### src/rtl/game_tick_gen_if.sv
// Control/status bundle between the game controller and the tick generator.
// The master side drives speed and run controls; the slave side returns the
// tick strobe and the status it maintains.
interface game_tick_gen_if;
    logic [1:0] GameSpeed;
    logic       Run;
    logic       Restart;
    logic       Tick;
    logic [7:0] TickCount;
    logic [1:0] ActiveSpeed;
    logic       Running;

    modport master (
        output GameSpeed,
        output Run,
        output Restart,
        input  Tick,
        input  TickCount,
        input  ActiveSpeed,
        input  Running
    );

    modport slave (
        input  GameSpeed,
        input  Run,
        input  Restart,
        output Tick,
        output TickCount,
        output ActiveSpeed,
        output Running
    );
endinterface

### src/rtl/game_tick_gen.sv
// Game tick generator: a millisecond prescaler feeds a millisecond counter
// whose terminal count depends on the speed latched at the last period
// boundary. Emits a one-cycle Tick at each period end and counts ticks.
// Speed changes are only adopted on a terminal edge so that no period is
// ever cut short. Run pauses time, Restart clears everything.
module game_tick_gen #(
    parameter int CLK_PER_MS       = 50000,
    parameter int PERIOD_NORMAL_MS = 1000,
    parameter int PERIOD_INTER_MS  = 500,
    parameter int PERIOD_ADV_MS    = 250
) (
    input  logic            Clock,
    input  logic            Reset,
    game_tick_gen_if.slave  bus
);

    // PreCount holds 0..CLK_PER_MS-1; MsCount is sized by the longest period,
    // which the other two periods must not exceed.
    localparam int PRE_W = (CLK_PER_MS > 1) ? $clog2(CLK_PER_MS) : 1;
    localparam int MS_W  = (PERIOD_NORMAL_MS > 1) ? $clog2(PERIOD_NORMAL_MS) : 1;

    localparam logic [PRE_W-1:0] PRE_LAST    = PRE_W'(CLK_PER_MS - 1);
    localparam logic [PRE_W-1:0] PRE_ZERO    = PRE_W'(0);
    localparam logic [PRE_W-1:0] PRE_ONE     = PRE_W'(1);
    localparam logic [MS_W-1:0]  MS_ZERO     = MS_W'(0);
    localparam logic [MS_W-1:0]  MS_ONE      = MS_W'(1);
    localparam logic [MS_W-1:0]  P_NORMAL_M1 = MS_W'(PERIOD_NORMAL_MS - 1);
    localparam logic [MS_W-1:0]  P_INTER_M1  = MS_W'(PERIOD_INTER_MS - 1);
    localparam logic [MS_W-1:0]  P_ADV_M1    = MS_W'(PERIOD_ADV_MS - 1);

    typedef enum logic [1:0] {
        S_STOPPED = 2'd0,
        S_RUNNING = 2'd1,
        S_PAUSED  = 2'd2
    } state_t;

    state_t            state_r;
    state_t            next_state_s;
    logic [PRE_W-1:0]  pre_count_r;
    logic [PRE_W-1:0]  pre_count_nxt_s;
    logic [MS_W-1:0]   ms_count_r;
    logic [MS_W-1:0]   ms_count_nxt_s;
    logic              tick_r;
    logic              tick_nxt_s;
    logic [7:0]        tick_count_r;
    logic [7:0]        tick_count_nxt_s;
    logic [1:0]        active_speed_r;
    logic [1:0]        active_speed_nxt_s;
    logic              running_r;
    logic [MS_W-1:0]   period_m1_s;
    logic              count_en_s;
    logic              pre_term_s;
    logic              ms_term_s;

    // Time advances in Running and on the Paused->Running edge.
    assign count_en_s = (state_r != S_STOPPED) && bus.Run;
    assign pre_term_s = (pre_count_r == PRE_LAST);
    assign ms_term_s  = (ms_count_r == period_m1_s);

    // Period terminal value selected by the speed governing this period.
    always_comb begin
        period_m1_s = P_NORMAL_M1;
        case (bus.ActiveSpeed)
            2'b00:   period_m1_s = P_NORMAL_M1;
            2'b01:   period_m1_s = P_INTER_M1;
            default: period_m1_s = P_ADV_M1;
        endcase
    end

    // State register plus all registered outputs and counters.
    always_ff @(posedge Clock) begin
        if (!Reset) begin
            state_r        <= S_STOPPED;
            pre_count_r    <= PRE_ZERO;
            ms_count_r     <= MS_ZERO;
            tick_r         <= 1'b0;
            tick_count_r   <= 8'd0;
            active_speed_r <= 2'b00;
            running_r      <= 1'b0;
        end else begin
            state_r        <= next_state_s;
            pre_count_r    <= pre_count_nxt_s;
            ms_count_r     <= ms_count_nxt_s;
            tick_r         <= tick_nxt_s;
            tick_count_r   <= tick_count_nxt_s;
            active_speed_r <= active_speed_nxt_s;
            running_r      <= (next_state_s == S_RUNNING);
        end
    end

    // Next-state logic: Restart forces Stopped, otherwise Run drives the moves.
    always_comb begin
        next_state_s = state_r;
        if (bus.Restart) begin
            next_state_s = S_STOPPED;
        end else begin
            case (state_r)
                S_STOPPED: begin
                    if (bus.Run) next_state_s = S_RUNNING;
                    else         next_state_s = S_STOPPED;
                end
                S_RUNNING: begin
                    if (bus.Run) next_state_s = S_RUNNING;
                    else         next_state_s = S_PAUSED;
                end
                S_PAUSED: begin
                    if (bus.Run) next_state_s = S_RUNNING;
                    else         next_state_s = S_PAUSED;
                end
                default: next_state_s = S_STOPPED;
            endcase
        end
    end

    // Output/datapath logic: next counter values, tick strobe and speed latch.
    always_comb begin
        pre_count_nxt_s    = pre_count_r;
        ms_count_nxt_s     = ms_count_r;
        tick_nxt_s         = 1'b0;
        tick_count_nxt_s   = tick_count_r;
        active_speed_nxt_s = active_speed_r;
        if (bus.Restart) begin
            // Same clear as reset; a coincident terminal count is discarded.
            pre_count_nxt_s    = PRE_ZERO;
            ms_count_nxt_s     = MS_ZERO;
            tick_count_nxt_s   = 8'd0;
            active_speed_nxt_s = 2'b00;
        end else if (state_r == S_STOPPED) begin
            // Start edge loads the speed but does not count.
            if (bus.Run) active_speed_nxt_s = bus.GameSpeed;
            else         active_speed_nxt_s = active_speed_r;
        end else if (count_en_s) begin
            if (pre_term_s) begin
                pre_count_nxt_s = PRE_ZERO;
                if (ms_term_s) begin
                    ms_count_nxt_s     = MS_ZERO;
                    tick_nxt_s         = 1'b1;
                    tick_count_nxt_s   = tick_count_r + 8'd1;
                    active_speed_nxt_s = bus.GameSpeed;
                end else begin
                    ms_count_nxt_s = ms_count_r + MS_ONE;
                end
            end else begin
                pre_count_nxt_s = pre_count_r + PRE_ONE;
            end
        end else begin
            // Paused: everything holds, including a deferred speed change.
            pre_count_nxt_s = pre_count_r;
        end
    end

    assign bus.Tick        = tick_r;
    assign bus.TickCount   = tick_count_r;
    assign bus.ActiveSpeed = active_speed_r;
    assign bus.Running     = running_r;

endmodule

### src/flat_wrapper.sv
// flat-port wrapper written by rule: the top's interface ports become plain ports
module game_tick_gen_flat 
#(
    parameter int CLK_PER_MS       = 50000,
    parameter int PERIOD_NORMAL_MS = 1000,
    parameter int PERIOD_INTER_MS  = 500,
    parameter int PERIOD_ADV_MS    = 250
)
  (Clock, Reset, bus_GameSpeed, bus_Run, bus_Restart, bus_Tick, bus_TickCount, bus_ActiveSpeed, bus_Running);
  game_tick_gen_if bus_i ();
  input  logic Clock;
  input  logic Reset;
  input wire logic [$bits(bus_i.GameSpeed)-1:0] bus_GameSpeed;
  input wire logic [$bits(bus_i.Run)-1:0] bus_Run;
  input wire logic [$bits(bus_i.Restart)-1:0] bus_Restart;
  output wire logic [$bits(bus_i.Tick)-1:0] bus_Tick;
  output wire logic [$bits(bus_i.TickCount)-1:0] bus_TickCount;
  output wire logic [$bits(bus_i.ActiveSpeed)-1:0] bus_ActiveSpeed;
  output wire logic [$bits(bus_i.Running)-1:0] bus_Running;
  assign bus_i.GameSpeed = bus_GameSpeed;
  assign bus_i.Run = bus_Run;
  assign bus_i.Restart = bus_Restart;
  assign bus_Tick = bus_i.Tick;
  assign bus_TickCount = bus_i.TickCount;
  assign bus_ActiveSpeed = bus_i.ActiveSpeed;
  assign bus_Running = bus_i.Running;
  game_tick_gen #(.CLK_PER_MS(CLK_PER_MS), .PERIOD_NORMAL_MS(PERIOD_NORMAL_MS), .PERIOD_INTER_MS(PERIOD_INTER_MS), .PERIOD_ADV_MS(PERIOD_ADV_MS)) u_core (.Clock(Clock), .Reset(Reset), .bus(bus_i));
endmodule
### config.mk
export PLATFORM = sky130hd
export DESIGN_NAME = game_tick_gen_flat
export DESIGN_NICKNAME = d
export VERILOG_FILES = /design/src/rtl/game_tick_gen_if.sv /design/src/rtl/game_tick_gen.sv /design/src/flat_wrapper.sv
export SDC_FILE = /design/constraint.sdc
export NUM_CORES = 1
export LEC_CHECK = 0
export CAP_MARGIN = 40
export CORE_ASPECT_RATIO = 1.25
export CORE_MARGIN = 2
export CORE_UTILIZATION = 55
export CTS_BUF_LIST = sky130_fd_sc_hd__clkbuf_4 sky130_fd_sc_hd__clkbuf_8
export CTS_CLUSTER_DIAMETER = 30
export DETAILED_ROUTE_END_ITERATION = 16
export PLACE_DENSITY = 0.85
export SLEW_MARGIN = 20
export SYNTH_ARGS = -nofsm -noshare
export SYNTH_HDL_FRONTEND = slang
export SYNTH_SLANG_ARGS = --single-unit
### constraint.sdc
create_clock -name Clock -period 2.9 [get_ports Clock]
set_clock_uncertainty 0.05 [all_clocks]
set_input_delay 0.58 -clock Clock [delete_from_list [all_inputs] [get_ports Clock]]
set_output_delay 0.58 -clock Clock [all_outputs]
set_load 0.01 [all_outputs]
==> results of run 1 <==
-- layout by cell type (no fill, tap or decap), drive strengths merged, types with 2 or more instances in the layout --
master,n
nor4bb,2
clkbuf,8
mux2i,3
nand4,6
o31ai,2
nand3,18
o41ai,8
a32oi,6
buf,4
nor4b,2
ha,5
a22o,2
a21oi,9
nand2,15
nand2b,2
a41oi,2
and4,3
and3,15
nor3,2
nor2b,2
dfxtp,40
nor2,25
xnor2,6
xor2,11
inv,4
or3,5
or4,2
clkdlybuf4s50,17
o21ai,6
-- state kept, by name, indices dropped and copies added (netlist names) --
| register | count |
|---|---|
| u_core.pre_count_r | 16 |
| u_core.ms_count_r | 10 |
| u_core.bus.TickCount | 8 |
| u_core.bus.ActiveSpeed | 2 |
| u_core.state_r | 2 |
| u_core.bus.Running | 1 |
| u_core.bus.Tick | 1 |
-- worst paths after layout --
path / from / to / slack, ns
setup / recovery: u_core.pre_count_r[4] / u_core.bus.TickCount[5] / 0.46
hold / removal: u_core.bus.TickCount[5] / u_core.bus.TickCount[5] / 0.46
setup reg to reg: u_core.pre_count_r[4] / u_core.bus.TickCount[5] / 0.46
hold reg to reg: u_core.bus.TickCount[5] / u_core.bus.TickCount[5] / 0.46
-- through the flow --
stage,hold slack [ns],cell area (um2),setup WS [ns],std cells
final,0.4558,2257,0.4601,279
after global placement,0.4269,2160,0.2936,271
after floorplan,0.4065,1962,0.8123,222
after detailed placement,0.4388,2160,0.2637,271
after global routing,0.4756,2257,0.2792,279
after CTS,0.4551,2257,0.4635,279
-- worst reg2reg max path: cells and delay by family, from the launching register on --
family	cells	cell delay, ns
and+or+nand+nor	4	1.78
DFF	1	0.41
AOI/OAI and AO/OA	1	0.14
-- layer usage --
metal / wire (um) / GRT usage [%]
met1: 1790 / 25.69
met2: 1890 / 35.10
met3: 146 / 4.936
met4: 52 / 6.977
met5: 0 / 0
-- power breakdown --
| part | switching, W | total (W) | internal, W |
|---|---|---|---|
| Sequential | 0.00000196 | 0.000553 | 0.000551 |
| Combinational | 0.0000205 | 0.0000377 | 0.0000172 |
| Clock | 0.000184 | 0.000396 | 0.000213 |
| Total | 0.000206 | 0.000987 | 0.000781 |
-- final cells by class --
class | instances | share of cell area (%)
well taps | 39 | 2.162
clock buffers | 8 | 4.324
inverters | 4 | 0.6652
multi-input cells | 167 | 48.50
repair buffers | 21 | 8.869
flip-flops and latches | 40 | 35.48
-- cell families after synthesis --
family                   count (synthesis)  share of synthesized area, %
AND/OR/NAND/NOR                        105                         29.97
multiplexers                             3                         1.531
adder cells (fa/ha/maj)                  5                         3.189
AO/OA/AOI/OAI                           37                         13.52
flip-flops                              40                         40.82
XOR/XNOR                                17                         7.589
buffers and inverters                   15                         3.380
==> impl_metrics.tcl, run 1 <==
set metrics [dict create \
    clk_pin_slew_ns 0.07 \
    syn-num-nets 233 \
    crit_required_ns 3.07 \
    n_antenna_cell 0 \
    grt.total_usage_pct 20.77 \
    synth_largest_area_cell "dfxtp_1" \
    outcome "finished clean" \
    syn_area_um2 1962 \
    nNetsFinal 250 \
    root_buffer "clkbuf_8" \
    die_w_um 57.42 \
    multi_input_area_um2 1095 \
    drv_slew 0 \
    cts_buffers 5 \
    drive_above_1_share_pct 6.667 \
    crit_arrival_ns 2.61 \
    regArea_um2 800.8 \
    cp-end-kind "register" \
    slew_headroom_pct 60.71 \
    syn_to_final_growth_pct 15.05 \
    tightest_slew_ns 0.5894 \
    rsz0062_at_grt "no" \
    cpPeakStageDelay_ns 0.60 \
    routed_wl_um 3879 \
    cts_tree "built" \
    placementRows 24 \
    grt_first_pass_wirelength_um 6755 \
    finalSetupTns_ns 0 \
    synth_area_leaders "dfxtp_1 (41%), xor2_1 (4.9%), and3_1 (4.8%)" \
    fmax_mhz 409.9 \
    async_reset_ff_share_pct 0 \
    gr-total-overflow 0 \
    critPathLaunchType "register" \
    hpwlAfterDp_um 2744 \
    io_pins 18 \
    clockBufferDepth 2 \
    hold_viol_final 0 \
    reg2reg_depth 5 \
    via_per_inst 6.065 \
    synth_edf_count 0 \
    hold_class "reg -> reg" \
    gp_congestion 0.8071 \
    initial_core_util_pct 56.81 \
    hold_buffers 0 \
    die_area_um2 4064 \
    synth-seq-area-share_pct 40.82 \
    total_power_w 0.0009873 \
    synthCells 222 \
    post_cts_resized 0 \
    drc 0 \
    wire_per_inst_um 13.90 \
    max-cap-violations 0 \
    setup_viol 0 \
    synth.cells.most_frequent "dfxtp_1 (40), nor2_1 (25), nand3_1 (18)" \
    syn_avg_cell_area_um2 8.837 \
    crit_chain "or4b_4, nor3_4, nand4_2, or4_1, a21oi_1" \
    insertion_delay_ns 0.29 \
    detailedRoute.firstIterationViolations 55 \
    core_area_um2 3453 \
    crit_fanout 15 \
    synth_cell_type_count 39 \
    cp_num_buf_inv 0 \
    ys_ff_latch 40 \
    ant_nets 0 \
    min_delay_path_depth 2 \
    yosys_warnings 0 \
    num_vias 1692 \
    grt_pass1_vias 1571 \
    powerDensity_nw_per_um2 437.4 \
    min_period_over_period_pct 84.13 \
    ctsHtreeMaxLevel 2 \
    power.leakage_nw 0.8270 \
    first_pass_iters 6 \
    post_cts_buffers 0 \
    ir_drop_mv 0.3215 \
    die_h_um 70.78 \
    port_buffers 17 \
    yosysMostFrequentCell "dfxtp_1" \
    slowest_stage "or4b_4" \
    numClockSinks 40 \
    cp_top_family "simple AND/OR/NAND/NOR gates" \
    path_depth 5 \
    synth_top_area_share_pct 40.82 \
    final_core_util_pct 65.36 \
    synth_ff_type "dfxtp_1" \
    num-fill-cells 308 \
    critical_path_class "reg -> reg" \
    grt_antenna_before_repair 0 \
    period_needed_ns 2.440 \
    grt_max_degree 16 \
]
Power figures use the tool's default switching activity.
==> run 2: changes to the inputs <==
==> constraint.sdc (replaced) <==
create_clock -name Clock -period 2.27 [get_ports Clock]
set_clock_uncertainty 0.05 [all_clocks]
set_input_delay 0.454 -clock Clock [delete_from_list [all_inputs] [get_ports Clock]]
set_output_delay 0.454 -clock Clock [all_outputs]
set_load 0.01 [all_outputs]
==> run 2 against run 1 <==
Power is 29% higher; sequential power is 28% higher; register-to-register slack worse by 0.39 ns; sequential share of layout area is 1.3 points lower; highest routed layer unchanged; die area stayed put.
==> impl_metrics.tcl, run 2 (synthesized netlist as in run 1, its figures left out) <==
set metrics [dict create \
    outcome "finished clean" \
    routed_wl_um 4124 \
    crit_arrival_ns 2.37 \
    post_cts_buffers 0 \
    via_per_inst 5.965 \
    drv_slew 0 \
    rsz0062_at_grt "yes" \
    slowest_stage "or4_1" \
    cts_tree "built" \
    dp_cells 281 \
    detailedRoute.firstIterationViolations 63 \
    grt_antenna_before_repair 0 \
    top_layer_used "met4" \
    final_core_util_pct 67.83 \
    die_area_um2 4064 \
    nNetsFinal 260 \
    reg2reg_to "u_core.bus.TickCount[5]" \
    gp_congestion 0.8090 \
    period_needed_ns 2.197 \
    r2r_slack_ns 0.07 \
    n_antenna_cell 0 \
    root_buffer "clkbuf_8" \
    numClockSinks 40 \
    cpPeakStageDelay_ns 0.60 \
    cp_common_cell "or4_1" \
    die_h_um 70.78 \
    max-cap-violations 0 \
    hold_ws_ns 0.4607 \
    crit_fanout 6 \
    hold_viol_final 0 \
    placementRows 24 \
    total_power_w 0.001271 \
    insertion_delay_ns 0.29 \
    tightest_slew_ns 0.4307 \
    slew_headroom_pct 71.22 \
    power.leakage_nw 0.8745 \
    hpwlAfterDp_um 2925 \
    min_period_over_period_pct 96.77 \
    critical_path_class "reg -> reg" \
    setup_viol 0 \
    dr_wl_met2_um 2053 \
    grt.total_usage_pct 21.69 \
    cp-end-kind "register" \
    crit_chain "or4_1, nor3_4, nand4_2, or4_1, a21oi_1" \
    syn_to_final_growth_pct 19.39 \
    clk_pin_slew_ns 0.07 \
    initial_core_util_pct 56.81 \
    crit_required_ns 2.44 \
    wl_met1_um 1850 \
    finalNonFillerCells 289 \
    min_delay_path_depth 1 \
    largest_register_ffs 16 \
    ctsHtreeMaxLevel 2 \
    core_area_um2 3453 \
    critPathLaunchType "register" \
    first_pass_iters 4 \
    hold_class "reg -> reg" \
    crit-reg2reg-launch "u_core.pre_count_r[10]" \
    drive_above_1_share_pct 11.20 \
    mostFrequentLayoutCells "dfxtp_1 (40), nor2_1 (25), nand3_1 (17), clkdlybuf4s50_1 (17)" \
    drc 0 \
    num_vias 1724 \
    cts_buffers 5 \
    route.met3.wl_um 148 \
    worstHoldEndpoint "u_core.ms_count_r[7]" \
    die_w_um 57.42 \
    wire_per_inst_um 14.27 \
    grt_max_degree 22 \
    clockBufferDepth 2 \
    grt_first_pass_wirelength_um 6934 \
    io_pins 18 \
    grt_pass1_vias 1560 \
    top_register "u_core.pre_count_r" \
    final_common_cell "dfxtp_1" \
    port_buffers 17 \
    gr-total-overflow 0 \
    ir_drop_mv 0.5084 \
    powerDensity_nw_per_um2 542.6 \
    ant_nets 0 \
    fmax_mhz 455.2 \
    reg2reg_depth 5 \
    min_from "u_core.ms_count_r[7]" \
]
[run 2: cell count changes in the layout (fill, tap and decap cells not counted), sizes merged]
cell / delta
buf: +10
[run 2: worst max-delay path: cells and delay by family, from the launching register on]
kind	cells	cell delay (ns)
and+or+nand+nor	4	1.58
DFF	1	0.33
AOI/OAI and AO/OA	1	0.15
[run 2: power by group]
group / total (W) / internal (W) / leakage [nW] / switching [W]
clock network: 0.000511 / 0.000272 / 0.0523 / 0.000239
logic: 0.0000526 / 0.0000252 / 0.500 / 0.0000274
registers: 0.000707 / 0.000704 / 0.322 / 0.00000266
[run 2: cell type report]
type	instances	area, um2
clock buffers	8	97.59
repair buffers	31	275.3
well taps	39	48.80
flip-flops and latches	40	800.8
multi-input cells	167	1105
inverters	4	15.01
fillers	280	1111
[run 2: metal layers]
| layer | vias up | global-route usage [%] |
|---|---|---|
| li1 | 873 | - |
| met5 | - | 0 |
| met4 | 0 | 9.561 |
| met2 | 36 | 36.24 |
| met1 | 809 | 26.18 |
| met3 | 6 | 5.119 |
[run 2: how the worst max path moves through the flow]
stage / start / endpoint / slack (ns) / depth (start not counted)
finish: u_core.pre_count_r[10] / u_core.bus.TickCount[5] / 0.07 / 5
global route: u_core.pre_count_r[11] / u_core.bus.TickCount[6] / -0.05 / 7
CTS: u_core.pre_count_r[10] / u_core.ms_count_r[6] / 0.05 / 4
detailed placement: bus_Run / u_core.ms_count_r[6] / 0.02 / 6
global placement: bus_Run / u_core.ms_count_r[9] / 0.06 / 6
floorplan: u_core.pre_count_r[4] / u_core.bus.TickCount[5] / 0.18 / 6
[run 2: per-stage QoR]
step                      TNS [ns]  instance area, um2  worst slack, ns
after global placement           0                2235          0.06202
after global routing       -0.1167                2342         -0.04948
final                            0                2342          0.07328
after CTS                        0                2332          0.04696
after detailed placement         0                2235          0.01607
after floorplan                  0                1962           0.1823
[run 2: timing repair]
item,CTS,global route
setup endpoints to repair,0,8
resized for setup,0,2
hold buffers,0,0
==> run 3: changes to the inputs <==
--- a/config.mk
+++ b/config.mk
@@ -11,6 +11,7 @@
 export CORE_UTILIZATION = 55
 export CTS_BUF_LIST = sky130_fd_sc_hd__clkbuf_4 sky130_fd_sc_hd__clkbuf_8
 export CTS_CLUSTER_DIAMETER = 30
+export CTS_CLUSTER_SIZE = 8
 export DETAILED_ROUTE_END_ITERATION = 16
 export PLACE_DENSITY = 0.85
 export SLEW_MARGIN = 20
==> results of run 3 <==
The final DEF is identical to that of run 2; final timing and power are the same.
